File: config.mk
export PLATFORM = sky130hd
export DESIGN_NAME = vga_capture
export DESIGN_NICKNAME = d
export VERILOG_FILES = /design/src/rtl/vga_capture.sv
export SDC_FILE = /design/constraint.sdc
export NUM_CORES = 1
export LEC_CHECK = 0
export BUFFER_PORTS_ARGS = -buffer_cell sky130_fd_sc_hd__buf_4
export CORE_MARGIN = 10
export CORE_UTILIZATION = 35
export DETAILED_ROUTE_END_ITERATION = 8
export GPL_ROUTABILITY_DRIVEN = 0
export SKIP_CTS_REPAIR_TIMING = 1
export SLEW_MARGIN = 25
export SYNTH_ARGS = -nofsm -noshare
export SYNTH_HDL_FRONTEND = slang
export SYNTH_SLANG_ARGS = --single-unit
export TNS_END_PERCENT = 20
File: constraint.sdc
create_clock -name clk -period 3.25 [get_ports clk]
set_clock_uncertainty 0.05 [all_clocks]
set_input_delay 0.4875 -clock clk [delete_from_list [all_inputs] [get_ports clk]]
set_output_delay 0.4875 -clock clk [all_outputs]
set_load 0.1 [all_outputs]
File: src/rtl/vga_capture.sv
// rtl/vga_capture.sv - VGA timing recovery and pixel capture with lock tracking
// Recovers x/y from HS/VS edges, locks after one clean frame, emits visible pixels.
module vga_capture #(
  parameter int H_TOTAL   = 1040,
  parameter int V_TOTAL   = 666,
  parameter int H_START   = 64,
  parameter int V_START   = 22,
  parameter int H_VISIBLE = 800,
  parameter int V_VISIBLE = 600
) (
  input  logic        clk,
  input  logic        rst,
  input  logic        pix_en,
  input  logic        HS,
  input  logic        VS,
  input  logic [11:0] colour_in,
  output logic [10:0] x,
  output logic [9:0]  y,
  output logic [11:0] colour_out,
  output logic        pix_valid,
  output logic        frame_start,
  output logic        locked,
  output logic        err
);

  typedef enum logic [1:0] {SEARCH, CHECK, LOCKED} state_t;

  localparam logic [11:0] LP_H_LO   = 12'(H_START);
  localparam logic [11:0] LP_H_HI   = 12'(H_START + H_VISIBLE);
  localparam logic [10:0] LP_V_LO   = 11'(V_START);
  localparam logic [10:0] LP_V_HI   = 11'(V_START + V_VISIBLE);
  localparam logic [10:0] LP_H_LAST = 11'(H_TOTAL - 1);
  localparam logic [9:0]  LP_V_LAST = 10'(V_TOTAL - 1);
  localparam logic [10:0] LP_H_OFF  = 11'(H_START);
  localparam logic [9:0]  LP_V_OFF  = 10'(V_START);

  state_t      r_state, w_state_nxt;
  logic        r_hs_prev, r_vs_prev, r_pending, r_bad, w_bad_nxt;
  logic [10:0] r_hcnt, w_hcnt_nxt;
  logic [9:0]  r_vcnt, w_vcnt_nxt;
  logic        w_hs_rise, w_vs_rise, w_marker, w_line_err, w_frame_err, w_err_nxt;
  logic        w_h_in, w_v_in, w_visible;
  logic [10:0] w_x;
  logic [9:0]  w_y;
  logic [10:0] r_x;
  logic [9:0]  r_y;
  logic [11:0] r_colour;
  logic        r_pix_valid, r_frame_start, r_err;

  assign w_hs_rise   = pix_en & ~r_hs_prev & HS;
  assign w_vs_rise   = pix_en & ~r_vs_prev & VS;
  // A VS rise coincident with an HS rise is consumed immediately as the marker
  assign w_marker    = w_hs_rise & (r_pending | w_vs_rise);
  assign w_line_err  = w_hs_rise & (r_hcnt != LP_H_LAST);
  assign w_frame_err = w_marker & (r_vcnt != LP_V_LAST);

  always_comb begin
    w_hcnt_nxt = r_hcnt;
    if (w_hs_rise)
      w_hcnt_nxt = '0;
    else if (pix_en && r_hcnt != 11'h7FF)
      w_hcnt_nxt = r_hcnt + 11'd1;
  end

  always_comb begin
    w_vcnt_nxt = r_vcnt;
    if (w_marker)
      w_vcnt_nxt = '0;
    else if (w_hs_rise && r_vcnt != 10'h3FF)
      w_vcnt_nxt = r_vcnt + 10'd1;
  end

  always_comb begin
    w_state_nxt = r_state;
    w_bad_nxt   = r_bad;
    w_err_nxt   = 1'b0;
    case (r_state)
      SEARCH: begin
        if (w_marker) begin
          w_state_nxt = CHECK;
          w_bad_nxt   = 1'b0;
        end
      end
      CHECK: begin
        if (w_marker) begin
          if (!r_bad && !w_line_err && !w_frame_err)
            w_state_nxt = LOCKED;
          w_bad_nxt = 1'b0;
        end else if (w_line_err) begin
          w_bad_nxt = 1'b1;
        end
      end
      LOCKED: begin
        if (w_line_err || w_frame_err) begin
          w_state_nxt = SEARCH;
          w_err_nxt   = 1'b1;
        end
      end
      default: w_state_nxt = SEARCH;
    endcase
  end

  // Requiring LOCKED both before and after excludes the pixel that achieves lock
  assign w_h_in    = ({1'b0, w_hcnt_nxt} >= LP_H_LO) && ({1'b0, w_hcnt_nxt} < LP_H_HI);
  assign w_v_in    = ({1'b0, w_vcnt_nxt} >= LP_V_LO) && ({1'b0, w_vcnt_nxt} < LP_V_HI);
  assign w_visible = pix_en && (r_state == LOCKED) && (w_state_nxt == LOCKED) && w_h_in && w_v_in;
  assign w_x       = w_hcnt_nxt - LP_H_OFF;
  assign w_y       = w_vcnt_nxt - LP_V_OFF;

  always_ff @(posedge clk or negedge rst) begin
    if (!rst) begin
      r_state   <= SEARCH;
      r_hs_prev <= 1'b1;
      r_vs_prev <= 1'b1;
      r_pending <= 1'b0;
      r_bad     <= 1'b0;
      r_hcnt    <= '0;
      r_vcnt    <= '0;
    end else begin
      r_state <= w_state_nxt;
      r_bad   <= w_bad_nxt;
      r_hcnt  <= w_hcnt_nxt;
      r_vcnt  <= w_vcnt_nxt;
      if (pix_en) begin
        r_hs_prev <= HS;
        r_vs_prev <= VS;
        r_pending <= w_hs_rise ? 1'b0 : (r_pending | w_vs_rise);
      end
    end
  end

  always_ff @(posedge clk or negedge rst) begin
    if (!rst) begin
      r_pix_valid   <= 1'b0;
      r_frame_start <= 1'b0;
      r_err         <= 1'b0;
      r_x           <= '0;
      r_y           <= '0;
      r_colour      <= '0;
    end else begin
      r_pix_valid   <= w_visible;
      r_frame_start <= w_visible && (w_x == 11'd0) && (w_y == 10'd0);
      r_err         <= w_err_nxt;
      r_x           <= w_visible ? w_x : 11'd0;
      r_y           <= w_visible ? w_y : 10'd0;
      r_colour      <= w_visible ? colour_in : 12'd0;
    end
  end

  assign x           = r_x;
  assign y           = r_y;
  assign colour_out  = r_colour;
  assign pix_valid   = r_pix_valid;
  assign frame_start = r_frame_start;
  assign err         = r_err;
  assign locked      = (r_state == LOCKED);

endmodule

# Word level (Yosys, flattened, before mapping)
# Index checks and enable logic that the tools add are counted.
# totals
out_inout_bits,37
memories,0
inputBits,17
word_cells,80
romBits,0
latchBits,0
mem_bits_rw,0
ff_bits,63
# op_classes
bitwise,10
n_addsub,4
mul,0
magnitude_cmp,4
shift,0
eq_ne,9
div,0
n_reduce_logical,21
mux,19
# op_table
operator,n
11-bit 2-to-1 mux,3
10-bit 2-to-1 mux,3
11-bit != test (second input constant),2
10-bit != test (second input constant),2
1-bit logical AND,12
12-bit 2-to-1 mux,1
11-bit by 1-bit adder with 11-bit output (second input constant),1
11-bit by 7-bit greater-or-equal comparator with 1-bit output (second input constant),1
11-bit logical NOT,1
11-bit by 10-bit < comparator with 1-bit output (second input constant),1
11-bit by 7-bit subtractor with 11-bit output (second input constant),1
10-bit by 1-bit adder with 10-bit output (second input constant),1
10-bit by 5-bit greater-or-equal comparator with 1-bit output (second input constant),1
10-bit logical NOT,1
10-bit < comparator (second input constant),1
10-bit by 5-bit subtractor with 10-bit output (second input constant),1
2-bit 2-to-1 mux,4
1-bit AND,7
1-bit 2-to-1 mux,6
2-bit one-hot mux with 3 select lines,1
2-bit equality test (second input constant),2
1-bit logical NOT,3
3-bit != test (second input constant),1
3-bit AND reduction,1
8 further kinds,9

# Logic depth before layout (Yosys ltp)
# logic_depth
depth_word,17
mapped_depth,13
depth_no_buf,12

# Worst setup path before layout
# OpenSTA, ideal clock, no wires.
# synth_timing
path_type,register to register
startpoint,register r_hs_prev
endpoint,"register r_frame_start, in the netlist frame_start"
period_less_slack_ns,2.814
slack_ns,0.436
setup_ns,0.068
path_stages_with_launch,13
t_required_ns,3.132
arrival_time_ns,2.696
n_path_buf,2
cell_sequence,dfstp_2 > and3b_1 > buf_6 > buf_6 > o31ai_4 > mux2i_1 > and2_1 > ha_1 > o21ai_1 > or3b_1 > xor2_1 > nor4b_2 > and4b_1
# synth_between
word_cells_on_any_way,36
cone_classes,add/sub: 2; order compare: 4; eq/ne: 1; mux: 8; bitwise: 6; reduce/logical: 15
# synth_rtl
item,line,text
start: declaration,38,"logic r_hs_prev, r_vs_prev, r_pending, r_bad, w_bad_nxt;"
start signal: assignment,113,r_hs_prev <= 1'b1;
start signal: assignment,125,r_hs_prev <= HS;
1-bit NOT (*),50,assign w_hs_rise = pix_en & ~r_hs_prev & HS;
1-bit AND (*) (2 in a row),50,
1-bit logical AND,69,else if (w_hs_rise && r_vcnt != 10'h3FF)
10-bit 2-to-1 mux,69,
10-bit 2-to-1 mux (*),67,if (w_marker)
via w_vcnt_nxt[1],40,"logic [9:0] r_vcnt, w_vcnt_nxt;"
"parallel branches: the longest is 4 deep, another holds 10-bit by 5-bit subtractor with 10-bit output",--,
1-bit logical AND (*),142,r_frame_start <= w_visible && (w_x == 11'd0) && (w_y == 10'd0);
end signal: assignment,142,
end: declaration,48,"logic r_pix_valid, r_frame_start, r_err;"
# Mark *: on every way through the listed nets, which the timed path passes.
# A chain may end at the register's enable or synchronous reset.

# Final worst setup path
# layout_timing
startpoint,register r_vcnt[0]
endpoint,"register r_frame_start, in the netlist frame_start"
# layout_between
word_cells_on_any_way,25
cone_classes,add/sub: 2; order compare: 2; eq/ne: 3; mux: 6; bitwise: 1; reduce/logical: 11
# layout_rtl
item,line,text
start: declaration,40,
start signal: assignment,123,r_vcnt <= w_vcnt_nxt;
"parallel branches: the longest is 2 deep, another holds 10-bit by 1-bit adder with 10-bit output",--,
10-bit 2-to-1 mux (*),69,
10-bit 2-to-1 mux (*),67,
via w_vcnt_nxt[1],40,
"parallel branches: the longest is 4 deep, another holds 10-bit by 5-bit subtractor with 10-bit output",--,
1-bit logical AND (*),142,
# Marks and branches as above.

==> summary.md <==
| Metric | Value |
|---|---|
| Status | finished clean |
| Classification of the worst-slack hold path | in2async |
| Post-Synthesis Mean Instance Area | between 10 and 15 sq um |
| Crit path time final | around 3.0 ns |
| Setup crit start kind | flip-flop |
| Final-report max-slew violation count | 0 |
| Count of filler cells inserted in the layout | between 900 and 1,000 |
| DRC marker count from the first detailed-route iteration | about 140 |
| Maximum clock insertion buffer count | 2 |
| Final cell count without fillers | ~530 |
| Remaining antenna violation count | 0 |
| Post-synth EDFFs | 0 |
| Post-Syn Instances | ~330 |
| Die footprint | approximately 14,000 sq um |
| Net Count, Synth | approximately 350 |
| Dominant synthesized flop cell | sky130_fd_sc_hd__dfrtp_1 |
| Vias per cell | 5.08 |
| Number of rows created at floorplan | 35 |
| Wire length of the first global-routing pass | around 14 mm |
| Initial Utilization | ~36% |
| Grt total ovfl | 0 |
| Placed cell area | between 3000 and 4000 sq um |
| Nature of the critical path endpoint | flip-flop |
| Worst supply voltage drop on vdd | between 0.0003 and 0.0004 V |
| Pin count of the biggest net entering global routing | 64 |
| Total negative slack for setup checks | 0 ns |
| Core region area | between 9000 and 10,000 sq um |
| Number of library cell types mapped by synthesis | a little over 70 |
| Total routed wirelength | about 8.2 mm |
| Internal reg-to-reg setup slack | 0.21 ns |
| Die Height | 118 um |
| Critical register-to-register path startpoint | r_vcnt[0] |
| Final routed wire length divided by cell count | roughly 16 um |
| Worst reg2reg path endpoint | frame_start |
| CTS tree | yes |
| Post-detailed-route DRC marker count | 0 |
| Clock Sink Count | between 60 and 70 |
| Final cycle utilization of the critical path | a little over nine tenths |
| Combined global-route utilization of all metal layers | between 10% and 20% |
| Data arrival time at the worst-slack endpoint | ~3.3 ns |
| First drt pass iteration count | 4 |
| Number of maximum-capacitance constraint violations | 0 |
| Max FO, Critical Path | 5 |
| Power density over the cells | roughly 500 nW/um^2 |
| Cell Count Post-Placement | 509 |
| WS Path Type | reg2reg |
| TritonCTS Buffers | 9 |
| Fraction of registers with async set/reset | 100% |
| Endpoint required time on the critical path | 3.48 ns |
| P_leak | 0.00205 uW |
| Initial antenna violation count | 0 |
| Die Span X | between 100 and 150 um |
| Number of nets at the end of the flow | slightly above 400 |
| RSZ-0062 raised after global routing | false |
| HPWL Detailed | between 6 and 7 mm |
| Pin slew with the least headroom to its limit | about 0.8 ns |
| Vias in the first global route | 2,719 |
| Clock insertion delay at the later pin of the skew report | between 0.3 and 0.4 ns |
| Clock transition at the register clock pins on the worst setup and hold paths after CTS | ~0.08 ns |
| Total I/O pin count | 54 |
| Routed vias | 2,669 |
| Proportion of layout cells with a drive suffix above 1 | a little under a third |
| Final count of negative-setup-slack endpoints | 0 |
| Level count of the clock H-tree | 3 |
| Final Hold Violating Endpoints | 0 |
| Count of state elements after synthesis | 63 |
| Relative max-transition margin | about half |
| Post-route cell area | between 4000 and 5000 sq um |
| Total number of yosys warnings | 0 |
| R2R cell count | 11 |
| Synth-to-Final Area Change | 23.6% |
| Number of inserted diodes | 0 |
| Sequential area share after synthesis | roughly 47% |
| Root buffer cell | sky130_fd_sc_hd__clkbuf_8 |
| Highest attainable clock frequency | around 330 MHz |
| Buffers added on ports | between 50 and 60 |
| Post-Syn Area | 3350 sq um |
==> per-stage QoR <==
stage | power, uW | utilization, % | hold WS, ns | setup slack [ns]
6_report | 2060 | 44.6 | 0.174 | 0.207
5_1_grt | 2180 | 44.6 | 0.217 | 0.0405
4_1_cts | 2080 | 44.5 | 0.196 | 0.127
3_5_place_dp | 1300 | 42.1 | 0.470 | 0.148
3_3_place_gp | 1300 | 42.1 | 0.449 | 0.146
2_1_floorplan | 1160 | - | 0.142 | 0.436
==> flip-flops by register name, summed over array words and instances, names as in the netlist <==
| name | cells |
|---|---|
| colour_out | 12 |
| r_hcnt | 11 |
| x | 11 |
| r_vcnt | 10 |
| y | 10 |
| r_state | 2 |
| err | 1 |
| frame_start | 1 |
| pix_valid | 1 |
| r_bad | 1 |
| r_hs_prev | 1 |
| r_pending | 1 |
| r_vs_prev | 1 |
==> power by group <==
group	switching (uW)	total, uW	leakage [uW]	internal [uW]
combinational	225	370	0.00108	145
clock	331	765	0.000114	434
sequential	76.2	925	0.000858	848
total	632	2060	0.00205	1430
==> critical path: stages, from the launching register on <==
cell and delay (ns):
sky130_fd_sc_hd__dfrtp_1 0.43, sky130_fd_sc_hd__ha_1 0.26, sky130_fd_sc_hd__nand2_1 0.14, sky130_fd_sc_hd__o31ai_4 0.24, sky130_fd_sc_hd__mux2i_1 0.26, sky130_fd_sc_hd__and2_1 0.22, sky130_fd_sc_hd__ha_1 0.27, sky130_fd_sc_hd__xnor2_1 0.13
sky130_fd_sc_hd__nor4b_1 0.32, sky130_fd_sc_hd__nand4_1 0.21, sky130_fd_sc_hd__nor4b_2 0.24, sky130_fd_sc_hd__and4b_1 0.21
==> area by class of cell <==
type | instances | area [sq um] | share of cell area, %
well taps | 129 | 161 | 3.90
clock inverters | 7 | 96.3 | 2.33
multi-input cells | 223 | 1570 | 38.0
repair buffers | 67 | 503 | 12.2
inverters | 27 | 101 | 2.45
flip-flops and latches | 63 | 1580 | 38.1
clock buffers | 9 | 124 | 2.99
==> kinds of logic (layout without fill, tap and decap cells) <==
kind of cell             count (synthesis)  count (layout)  synth area share, %
multiplexers                             5               5                 1.72
buffers and inverters                   43             110                 6.05
flip-flops                              63              63                 47.2
AO/OA/AOI/OAI                           59              59                 15.3
adder cells (fa/ha/maj)                  6               6                 2.24
AND/OR/NAND/NOR                        142             142                 24.6
XOR/XNOR                                11              11                 2.88
==> placed cells by master (no fill, tap or decap), drive strengths merged, types with 3 or more instances in the layout <==
cell type and instances:
buf 67, dfrtp 61, nor2 45, inv 28
nand2 16, nand3 14, a31oi 11, nor3 11
and3 10, o21ai 10, clkbuf 9, nand4 9
a21oi 7, xnor2 7, and2 6, ha 6
and4 5, nor2b 5, xor2 4, nor4 4
a211oi 4, clkinv 4, nand2b 3, o21a 3
a31o 3, nor3b 3, mux2 3
==> worst max path at each step <==
| stage | from | endpoint | slack [ns] |
|---|---|---|---|
| after floorplan | r_hs_prev | frame_start | 0.44 |
| after CTS | r_hcnt[0] | frame_start | 0.13 |
| after global routing | r_vcnt[0] | frame_start | 0.04 |
| after global placement | r_hcnt[0] | frame_start | 0.15 |
| final | r_vcnt[0] | frame_start | 0.21 |
| after detailed placement | r_hcnt[0] | frame_start | 0.15 |
==> routing by layer <==
layer / vias up / share of wire, % / global-route usage, %
met1: 1289 / 48 / 15.5
li1: 1289 / - / -
met2: 76 / 45 / 18.1
met4: 0 / 2.0 / 4.71
met3: 15 / 5.1 / 4.36
met5: - / 0 / 0
==> synth_stat cells, drive strengths merged, types with 6 or more instances <==
master | count | share of area (%)
a21oi | 7 | 1.0
ha | 6 | 2.2
and2 | 6 | 1.1
and3 | 10 | 1.9
o21ai | 10 | 1.7
dfrtp | 61 | 46
nand4 | 9 | 2.3
nand3 | 14 | 2.1
nor3 | 11 | 2.4
a31oi | 11 | 2.1
buf | 14 | 2.8
nor2 | 45 | 5.2
inv | 27 | 3.0
xnor2 | 7 | 1.8
nand2 | 16 | 1.8
(Power assumes the default switching activity.)
